<file path="config.mk">
export PLATFORM = sky130hd
export DESIGN_NAME = pipe_credit_sink
export DESIGN_NICKNAME = d
export VERILOG_FILES = /design/src/rtl/pipe_credit_sink.sv
export SDC_FILE = /design/constraint.sdc
export NUM_CORES = 1
export LEC_CHECK = 0
export ABC_AREA = 0
export CAP_MARGIN = 40
export CORE_MARGIN = 10
export CORE_UTILIZATION = 25
export DETAILED_ROUTE_END_ITERATION = 8
export GPL_TIMING_DRIVEN = 0
export SLEW_MARGIN = 5
export SYNTH_ARGS = -nofsm -noshare
export SYNTH_HDL_FRONTEND = slang
export SYNTH_SLANG_ARGS = --single-unit
export TNS_END_PERCENT = 100
</file>
<file path="constraint.sdc">
create_clock -name clk -period 4.5 [get_ports clk]
set_input_delay 1.35 -clock clk [delete_from_list [all_inputs] [get_ports clk]]
set_output_delay 1.35 -clock clk [all_outputs]
set_load 0.01 [all_outputs]
</file>
<file path="src/rtl/pipe_credit_sink.sv">
// Receive buffer at the tail of a fixed-latency, no-stall pipe. A credit counter
// limits launches so that words in flight plus words held never exceed DEPTH.
module pipe_credit_sink #(
   parameter  int WIDTH = 8,
   parameter  int DEPTH = 8,
   localparam int CNT_W = $clog2(DEPTH + 1),
   localparam int AW    = (DEPTH > 1) ? $clog2(DEPTH) : 1
) (
   input  logic             clk,
   input  logic             rst,
   input  logic             up_issue,
   output logic             up_can_issue,
   input  logic             pipe_valid,
   input  logic [WIDTH-1:0] pipe_data,
   output logic             out_valid,
   output logic [WIDTH-1:0] out_data,
   input  logic             out_ready,
   output logic [CNT_W-1:0] credits,
   output logic [CNT_W-1:0] level,
   output logic             overflow_err
);

   localparam logic [CNT_W-1:0] FULL = CNT_W'(DEPTH);
   localparam logic [CNT_W-1:0] ONE  = CNT_W'(1);

   if ((DEPTH < 2) || ((DEPTH & (DEPTH - 1)) != 0)) begin : g_bad_depth
      $error("pipe_credit_sink: DEPTH must be a power of two and >= 2");
   end

   logic [WIDTH-1:0] mem [DEPTH];
   logic [AW-1:0]    wr_ptr, rd_ptr;
   logic [CNT_W-1:0] level_q, credits_q;
   logic             ovf_q;
   logic             full, pop, push, drop;

   // Full/empty come from the occupancy count; equal pointers are ambiguous.
   assign full      = (level_q == FULL);
   assign out_valid = (level_q != '0);
   assign pop       = out_valid & out_ready;
   assign push      = pipe_valid & (~full | pop);
   assign drop      = pipe_valid & full & ~pop;

   // Credits are registered, so out_ready never reaches up_can_issue in one cycle.
   assign up_can_issue = (credits_q != '0);
   assign credits      = credits_q;
   assign level        = level_q;
   assign overflow_err = ovf_q;
   assign out_data     = out_valid ? mem[rd_ptr] : '0;

   always_ff @(posedge clk) begin
      if (push) mem[wr_ptr] <= pipe_data;
   end

   always_ff @(posedge clk or posedge rst) begin
      if (rst) begin
         wr_ptr  <= '0;
         rd_ptr  <= '0;
         level_q <= '0;
         ovf_q   <= 1'b0;
      end else begin
         if (push) wr_ptr <= wr_ptr + AW'(1);
         if (pop)  rd_ptr <= rd_ptr + AW'(1);
         if (drop) ovf_q  <= 1'b1;
         case ({push, pop})
            2'b10:   level_q <= level_q + ONE;
            2'b01:   level_q <= level_q - ONE;
            default: level_q <= level_q;
         endcase
      end
   end

   // Saturate at both ends: a launch without credit or a return beyond DEPTH
   // is a producer bug and must not wrap the count.
   always_ff @(posedge clk or posedge rst) begin
      if (rst) begin
         credits_q <= FULL;
      end else begin
         case ({up_issue, pop})
            2'b10:   if (credits_q != '0)  credits_q <= credits_q - ONE;
            2'b01:   if (credits_q != FULL) credits_q <= credits_q + ONE;
            default: credits_q <= credits_q;
         endcase
      end
   end

endmodule

</file>
# --- Yosys cells after proc, flatten, opt, wreduce, memory -nomap -nowiden ---
# Memory sizes are Yosys's and may differ from the RTL's.
# Index checks and enable logic that the tools add are counted.
word_totals:
  elab_cells: 39
  register_bits: 15
  output_inout_bits: 19
  inputBits: 13
  mem_count: 1
  ram_bits: 64
memory_table:
  columns: ["memory", "words", "width", "read_ports", "rd_ports_with_merged_regs", "wr", "line_no", "rtl"]
  rows:
  - ["mem", 8, 8, 1, 0, 1, "30", "logic [WIDTH-1:0] mem [DEPTH];"]
classes:
  addsub: 6
  muxes: 7
  reduce_logical: 5
  bitwise_logic: 7
  n_eq_ne: 8
ops:
  columns: ["op", "n"]
  rows:
  - ["one-hot mux 4 bit (2 select lines)", 2]
  - ["adder 4 x 1 -> 4 bit (second input constant)", 2]
  - ["2-to-1 mux 4 bit", 2]
  - ["2-to-1 mux 8 bit", 1]
  - ["nonzero test 4 bit", 2]
  - ["subtractor 4 x 1 -> 4 bit (second input constant)", 2]
  - ["adder 3 x 1 -> 3 bit (second input constant)", 2]
  - ["bitwise AND 1 bit", 4]
  - ["== test 2 x 1 -> 1 bit (second input constant)", 2]
  - ["== test 2 bit (second input constant)", 2]
  - ["== test 4 bit (second input constant)", 1]
  - ["!= test 2 bit (second input constant)", 2]
  - ["!= test 4 bit (second input constant)", 1]
  - ["nonzero test 2 bit", 2]
  - ["AND reduction 3 bit", 1]
  - ["2-to-1 mux 1 bit", 2]
  - ["NOT 1 bit", 2]
  - ["bitwise OR 1 bit", 1]

# --- Depth between registers and ports, before layout ---
# Gate-level depths: netlist of the first run.
logic_depth:
  ltp_word: 6
  mapped_depth: 8
  ltp_nobuf: 7

# --- Least setup slack after synthesis of the first run ---
# Ideal clock, no wire load.
synth_path:
  kind: "flip-flop to output port"
  startpoint: "register rd_ptr[0]"
  endpoint: "output port out_data[6]"
  setup_slack_ns: 1.536
  path_buffers: 2
  arrival_time_ns: 1.614
  stages_incl_launch_ff: 6
  required_time_ns: 3.150
  path_cell_list: "dfrtp_1 > buf_2 > buf_2 > mux4_2 > mux2i_1 > nor2_1"
synth_between:
  elab_chain_cells: 2
synth_lines:
  columns: ["item", "line_no", "rtl"]
  rows:
  - ["start: declaration", "31", "logic [AW-1:0] wr_ptr, rd_ptr;"]
  - ["start signal: assignment", "62", "if (pop) rd_ptr <= rd_ptr + AW'(1);"]
  - ["memory read (8 x 8 bit)", null, null]
  - ["2-to-1 mux 8 bit", "48", "assign out_data = out_valid ? mem[rd_ptr] : '0;"]
  - ["end: declaration", "16", "output logic [WIDTH-1:0] out_data,"]
# Every way passes these cells.

# --- Worst setup path after layout of the first run ---
layout_path:
  startpoint: "register rd_ptr[1]"
  endpoint: "output port out_data[1]"
# Same word-level chain as after synthesis.

==> results of run 1 <==
-- power breakdown --
part	leakage (nW)	switching, mW	internal (mW)
registers	0.760	0.116	0.953
clock network	0.149	0.267	0.481
logic	0.533	0.481	0.548
total	1.44	0.864	1.98
-- cells by family after synthesis --
family                     count (synthesis)  share of synthesized area
DFF                                       79                      0.691
AOI/OAI and AO/OA                         18                     0.0440
buffers and inverters                     12                     0.0150
adders and majority gates                  5                     0.0188
xor gates and xnor gates                   8                     0.0211
and+or+nand+nor                           39                     0.0590
muxes                                     29                      0.151
-- final cells by class --
cell class                      instances  area share
Tap cell                              176      0.0523
Multi-Input combinational cell         99       0.237
Timing Repair Buffer                   35      0.0808
Sequential cell                        79       0.545
Clock buffer                           11      0.0552
Inverter                                5     0.00445
Clock inverter                          5      0.0172
Buffer                                  7     0.00742
-- cells in the mapped netlist, drive strengths merged, types with 5 or more instances --
master	instances	share of area
dfrtp	14	0.11
mux2i	9	0.028
buf	5	0.0071
mux4	16	0.11
inv	5	0.0056
ha	5	0.019
nor3	6	0.0090
edfxtp	64	0.58
nor2	17	0.021
-- critical path: cells and delay by family, from the launching register on --
kind	cells	cell delay (ps)
DFF	1	340
buffers and inverters	3	1490
and+or+nand+nor	1	60
muxes	2	600
-- state kept, by name (all words and copies together) (netlist names) --
name          cells
credits           4
wr_ptr            3
rd_ptr            3
overflow_err      1
level             4
mem              64
-- metrics by stage --
step	power (mW)	util	hold slack (ps)
global placement	2.10	0.294	468
CTS	2.90	0.321	489
floorplan	1.69	-	504
detailed placement	2.15	0.298	471
global route	3.03	0.321	511
finish	2.85	0.321	483
-- per-layer routing --
layer  routed length (µm)  vias to the layer above
li1                     -                      841
met2                 3450                       53
met3                  458                        8
met4                   71                        0
met5                    0                        -
met1                 2700                      905
-- how the worst max path moves through the flow --
stage / start / endpoint / slack, ps / cells after the start
floorplan: rd_ptr[0] / out_data[6] / 1540 / 5
global placement: out_ready / mem[0][3] / 260 / 4
detailed placement: rd_ptr[1] / out_data[1] / 560 / 6
CTS: rd_ptr[1] / out_data[1] / 200 / 6
global route: rd_ptr[1] / out_data[1] / 60 / 6
finish: rd_ptr[1] / out_data[1] / 330 / 6
==> impl_metrics.sql, run 1 <==
INSERT INTO impl_metrics (metric_group, metric, value, unit) VALUES
('status', 'status', 'completed', ''),
('timing', 'finalSetupViolCount', '0', ''),
('setup_path', 'ff2ff_path_depth', '8', ''),
('finish', 'mostFrequentLayoutCells', '64 x sky130_fd_sc_hd__edfxtp_1, 31 x sky130_fd_sc_hd__clkdlybuf4s50_1, 16 x sky130_fd_sc_hd__nor2_1, 16 x sky130_fd_sc_hd__mux4_2, 14 x sky130_fd_sc_hd__dfrtp_1', ''),
('setup_path', 'timing.reg2reg.setup_slack', '2100', 'ps'),
('setup_path', 'slowest_stage', 'sky130_fd_sc_hd__clkbuf_1', ''),
('clock_network', 'cts-resized-gates', '0', ''),
('setup_path', 'cp_data_arrival_time', '2820', 'ps'),
('finish', 'finalNetCount', '254', ''),
('synthesis', 'synth_sequential_area_ratio', '0.691', ''),
('synthesis', 'synth_flop_cell', 'sky130_fd_sc_hd__edfxtp_1', ''),
('finish', 'layout.cell_area.non_filler', '4210', 'µm²'),
('timing', 'timing.slew.headroom', '0.430', ''),
('worst_hold_path', 'timing.hold.worst_path_depth', '1', ''),
('finish', 'seqCellArea', '2300', 'µm²'),
('setup_path', 'worst_r2r_endpoint', 'credits[3]', ''),
('placed_design', 'placedInstanceArea', '3910', 'µm²'),
('timing', 'finClkSkew', '2.18', 'ps'),
('finish', 'layout-drive-gt1-share', '0.212', ''),
('clock_network', 'htreeDepth', '3', ''),
('setup_path', 'worstReg2RegStart', 'level[0]', ''),
('routing', 'vias', '1807', ''),
('power', 'vdd_drop_max', '0.235', 'mV'),
('worst_hold_path', 'worstHoldEndpoint', 'overflow_err', ''),
('finish', 'mostFrequentLayoutCell', 'sky130_fd_sc_hd__edfxtp_1', ''),
('timing', 'final-hold-violation-count', '0', ''),
('global_routing', 'initial_antenna_violation_count', '0', ''),
('routing', 'drt_pass1_iterations', '5', ''),
('floorplan', 'pin_count', '32', ''),
('routing', 'vias_per_cell', '4.33', ''),
('timing', 'period_minus_slack', '4170', 'ps'),
('synthesis', 'synth_unique_cells', '41', ''),
('global_routing', 'grt_use_met2', '0.122', ''),
('synthesis', 'synthesis_stage_register_bit_count', '79', ''),
('placed_design', 'place_inst', '401', ''),
('setup_path', 'critical_path.cell_chain', 'buf_1, clkbuf_1, mux4_2, mux2i_1, nor2_1, clkdlybuf4s50_1', ''),
('global_routing', 'grt_overflow_total', '0', ''),
('global_routing', 'global_route_wire_length_before_repair', '10.4', 'mm'),
('floorplan', 'coreArea', '13100', 'µm²'),
('clock_network', 'tritoncts.num_buffers', '9', ''),
('synthesis', 'synth-edff-count', '64', ''),
('synthesis', 'synth_async_sr_flop_share', '0.190', ''),
('timing', 'worst_slew_pin_slew', '850', 'ps'),
('setup_path', 'setup.worst_path.class', 'register to output port', ''),
('setup_path', 'worst-endpoint-required', '3150', 'ps'),
('finish', 'multiInputGateArea', '1000', 'µm²'),
('timing', 'postLayoutSetupSlackWorst', '329', 'ps'),
('power', 'cellPowerDensity', '675', 'nW/µm²'),
('clock_network', 'cts_root_buffer', 'sky130_fd_sc_hd__clkbuf_16', ''),
('clock_network', 'tritoncts', 'yes', ''),
('global_routing', 'first_global_vias', '1855', ''),
('setup_path', 'critical-path-max-stage-delay', '560', 'ps'),
('synthesis', 'synth_cells', '190', ''),
('synthesis', 'syn-cell-area', '3330', 'µm²'),
('setup_path', 'timing.critical_path.from_type', 'register', ''),
('finish', 'n_antenna_cell', '0', ''),
('timing', 'layout_worst_path_cycle_share', '0.927', ''),
('routing', 'detail_route.iter0.violations', '177', ''),
('global_routing', 'grt_start_max_net_pins', '16', ''),
('global_routing', 'grt.busiest_layer', 'met2', ''),
('placed_design', 'pre_cts_ws', '560', 'ps'),
('global_routing', 'grt_use_met1', '0.0879', ''),
('global_routing', 'groute.usage.overall', '0.0755', ''),
('floorplan', 'rows', '42', ''),
('clock_network', 'clk-insertion-delay-late', '330', 'ps'),
('finish', 'post_layout_nonfiller_instances', '417', ''),
('worst_hold_path', 'holdCritPathClass', 'register to register', ''),
('run', 'drv_cap', '0', ''),
('floorplan', 'initial_utilization', '0.253', ''),
('finish', 'synthToLayoutAreaGrowth', '26.7', '%'),
('timing', 'peak_freq', '240', 'MHz');
Note: power is estimated with default switching activity, not from simulation.
==> run 2, diff against run 1 <==
--- a/config.mk
+++ b/config.mk
@@ -7,7 +7,7 @@
 export LEC_CHECK = 0
 export ABC_AREA = 0
 export CAP_MARGIN = 40
-export CORE_MARGIN = 10
+export CORE_MARGIN = 2
 export CORE_UTILIZATION = 25
 export DETAILED_ROUTE_END_ITERATION = 8
 export GPL_TIMING_DRIVEN = 0
==> run 2 against run 1 <==
Compared with the run above:
- total power down 2.7%
- hold slack worse by 6.3 ps
- cell area decreased by 0.48%
- critical path depth unchanged
- highest routed layer unchanged
- largest cell class unchanged
- via count decreased by 0.55%
- core utilization down 0.15 points
- non-clock buffer count unchanged
- first-iteration DRC count is 27% lower
==> impl_metrics.sql, run 2 (same netlist as run 1, synthesis figures left out) <==
INSERT INTO impl_metrics (metric_group, metric, value, unit) VALUES
('finish', 'finalNetCount', '254', ''),
('placed_design', 'io_buffer_count', '31', ''),
('floorplan', 'rows', '42', ''),
('timing', 'layout_worst_path_cycle_share', '0.934', ''),
('global_routing', 'grt_start_max_net_pins', '16', ''),
('clock_network', 'max-clock-path-buffers', '2', ''),
('timing', 'finalSetupViolCount', '0', ''),
('floorplan', 'initial_utilization', '0.253', ''),
('setup_path', 'endpoint_kind', 'output port', ''),
('floorplan', 'die_area', '14200', 'µm²'),
('finish', 'max_ffs_per_register', '64', ''),
('worst_hold_path', 'hp-start', 'overflow_err', ''),
('global_routing', 'groute.usage.overall', '0.0964', ''),
('floorplan', 'floorplan.die.width', '119', 'µm'),
('routing', 'final_wirelength', '6.39', 'mm'),
('routing', 'vias_per_cell', '4.31', ''),
('placed_design', 'place_inst', '401', ''),
('timing', 'final-hold-violation-count', '0', ''),
('clock_network', 'ctsHoldBuffers', '0', ''),
('finish', 'n_antenna_cell', '0', ''),
('clock_network', 'htreeDepth', '3', ''),
('finish', 'layout_utilization', '0.319', ''),
('setup_path', 'cp_data_arrival_time', '2850', 'ps'),
('clock_network', 'clkSinkCount', '79', ''),
('routing', 'detail_route.iter0.violations', '129', ''),
('setup_path', 'ff2ff_path_depth', '8', ''),
('timing', 'finClkSkew', '5.84', 'ps'),
('setup_path', 'timing.critical_path.from_type', 'register', ''),
('routing', 'number_of_nets_with_antenna_violations_after_routing', '0', ''),
('timing', 'timing.slew.headroom', '0.374', ''),
('routing', 'remaining_drc_errors', '0', ''),
('routing', 'drt_pass1_iterations', '4', ''),
('placed_design', 'finalWeightedCongestion', '0.757', ''),
('clock_network', 'path_clk_slew', '60', 'ps'),
('setup_path', 'critical_path.cell_chain', 'buf_1, clkbuf_1, mux4_2, mux2i_1, nor2_1, clkdlybuf4s50_1', ''),
('finish', 'mostFrequentLayoutCell', 'sky130_fd_sc_hd__edfxtp_1', ''),
('finish', 'mostFrequentLayoutCells', '64 x sky130_fd_sc_hd__edfxtp_1, 31 x sky130_fd_sc_hd__clkdlybuf4s50_1, 16 x sky130_fd_sc_hd__nor2_1, 16 x sky130_fd_sc_hd__mux4_2, 14 x sky130_fd_sc_hd__dfrtp_1', ''),
('global_routing', 'grt_overflow_total', '0', ''),
('setup_path', 'critical-path-max-stage-delay', '560', 'ps'),
('routing', 'vias', '1797', ''),
('global_routing', 'initial_antenna_violation_count', '0', ''),
('finish', 'post_layout_nonfiller_instances', '417', ''),
('finish', 'top_register', 'mem', ''),
('timing', 'setup_repair_after_global_routing_missed_its_margin', 'false', ''),
('power', 'cellPowerDensity', '660', 'nW/µm²'),
('global_routing', 'global_route_wire_length_before_repair', '10.0', 'mm'),
('power', 'leakagePower', '1.43', 'nW'),
('placed_design', 'dp_hpwl', '4.20', 'mm'),
('timing', 'worst_slew_pin_slew', '934', 'ps'),
('setup_path', 'worst_r2r_endpoint', 'credits[3]', ''),
('finish', 'fill_cells', '1304', ''),
('worst_hold_path', 'holdCritPathClass', 'register to register', ''),
('clock_network', 'tritoncts.num_buffers', '9', ''),
('timing', 'final-max-slew-violation-count', '0', ''),
('setup_path', 'slowest_stage', 'sky130_fd_sc_hd__clkbuf_1', ''),
('setup_path', 'worstReg2RegStart', 'level[0]', ''),
('run', 'drv_cap', '0', ''),
('setup_path', 'setup.worst_path.class', 'register to output port', ''),
('finish', 'layout-drive-gt1-share', '0.228', ''),
('finish', 'synthToLayoutAreaGrowth', '26.1', '%'),
('floorplan', 'die_height', '119', 'µm'),
('floorplan', 'coreArea', '13100', 'µm²'),
('floorplan', 'pin_count', '32', ''),
('clock_network', 'cts-resized-gates', '0', ''),
('status', 'status', 'completed', ''),
('worst_hold_path', 'worstHoldEndpoint', 'overflow_err', ''),
('timing', 'setup_total_negative_slack', '0', 'ps'),
('routing', 'routedWlPerCell', '15.3', 'µm'),
('clock_network', 'tritoncts', 'yes', ''),
('global_routing', 'first_global_vias', '1828', ''),
('clock_network', 'cts_root_buffer', 'sky130_fd_sc_hd__clkbuf_16', ''),
('timing', 'period_minus_slack', '4200', 'ps'),
('setup_path', 'worst-endpoint-required', '3150', 'ps'),
('timing', 'peak_freq', '238', 'MHz'),
('power', 'vdd_drop_max', '0.243', 'mV'),
('setup_path', 'timing.critical_path.fanout_max', '10', ''),
('clock_network', 'clk-insertion-delay-late', '330', 'ps'),
('setup_path', 'timing.reg2reg.setup_slack', '2230', 'ps'),
('clock_network', 'post-cts-setup-buffers', '0', ''),
('worst_hold_path', 'timing.hold.worst_path_depth', '1', '');
run 2: cell types whose count changed in the layout (fill, tap and decap cells not counted), sizes merged:
cell and delta:
clkinv +1, inv +3, bufinv -2, clkbuf -2
run 2: worst max path at each step:
| stage | startpoint | endpoint | slack (ps) |
|---|---|---|---|
| finish | rd_ptr[1] | out_data[4] | 300 |
| CTS | rd_ptr[1] | out_data[4] | 190 |
| global placement | out_ready | mem[0][5] | 340 |
| global route | rd_ptr[1] | out_data[4] | 60 |
| detailed placement | rd_ptr[1] | out_data[4] | 560 |
| floorplan | rd_ptr[0] | out_data[6] | 1540 |
run 2: per-layer routing:
layer,track usage,up-vias,share of wire
met5,0,-,0
met4,0.0515,0,0.015
met3,0.0230,8,0.046
met2,0.159,31,0.51
met1,0.116,914,0.42
li1,-,844,-
run 2: area by class of cell:
type | instances | area [µm²] | area share
buffer | 7 | 31.3 | 0.00746
sequential | 79 | 2300 | 0.548
tap | 176 | 220 | 0.0525
inverter | 5 | 18.8 | 0.00447
timing repair buffer | 35 | 340 | 0.0811
clock buffer | 9 | 225 | 0.0537
multi-input combinational | 99 | 1000 | 0.240
clock inverter | 7 | 55.1 | 0.0131
run 2: power by group:
group,total (mW),switching (mW),internal [mW]
sequential,1.07,0.117,0.952
combinational,1.02,0.474,0.548
clock,0.677,0.297,0.380
run 2: stage by stage:
stage	area (µm²)	hold WS (ps)	power (mW)	setup slack, ps
final	4190	476	2.77	298
after detailed placement	3910	473	2.13	563
after floorplan	3330	504	1.69	1540
after global routing	4190	502	2.95	62.0
after CTS	4190	488	2.82	194
after global placement	3860	472	2.09	340
run 2: worst max-delay path: cells and delay by family (launching register included):
| kind | cells | cell delay (ps) |
|---|---|---|
| and+or+nand+nor | 1 | 60 |
| buffers and inverters | 3 | 1510 |
| DFF | 1 | 340 |
| muxes | 2 | 600 |
==> run 3, diff against run 2 <==
--- a/config.mk
+++ b/config.mk
@@ -6,6 +6,7 @@
 export NUM_CORES = 1
 export LEC_CHECK = 0
 export ABC_AREA = 0
+export ABC_CLOCK_PERIOD_IN_PS = 4500
 export CAP_MARGIN = 40
 export CORE_MARGIN = 2
 export CORE_UTILIZATION = 25
==> results of run 3 <==
The final DEF is identical to that of run 2; final timing and power are the same.
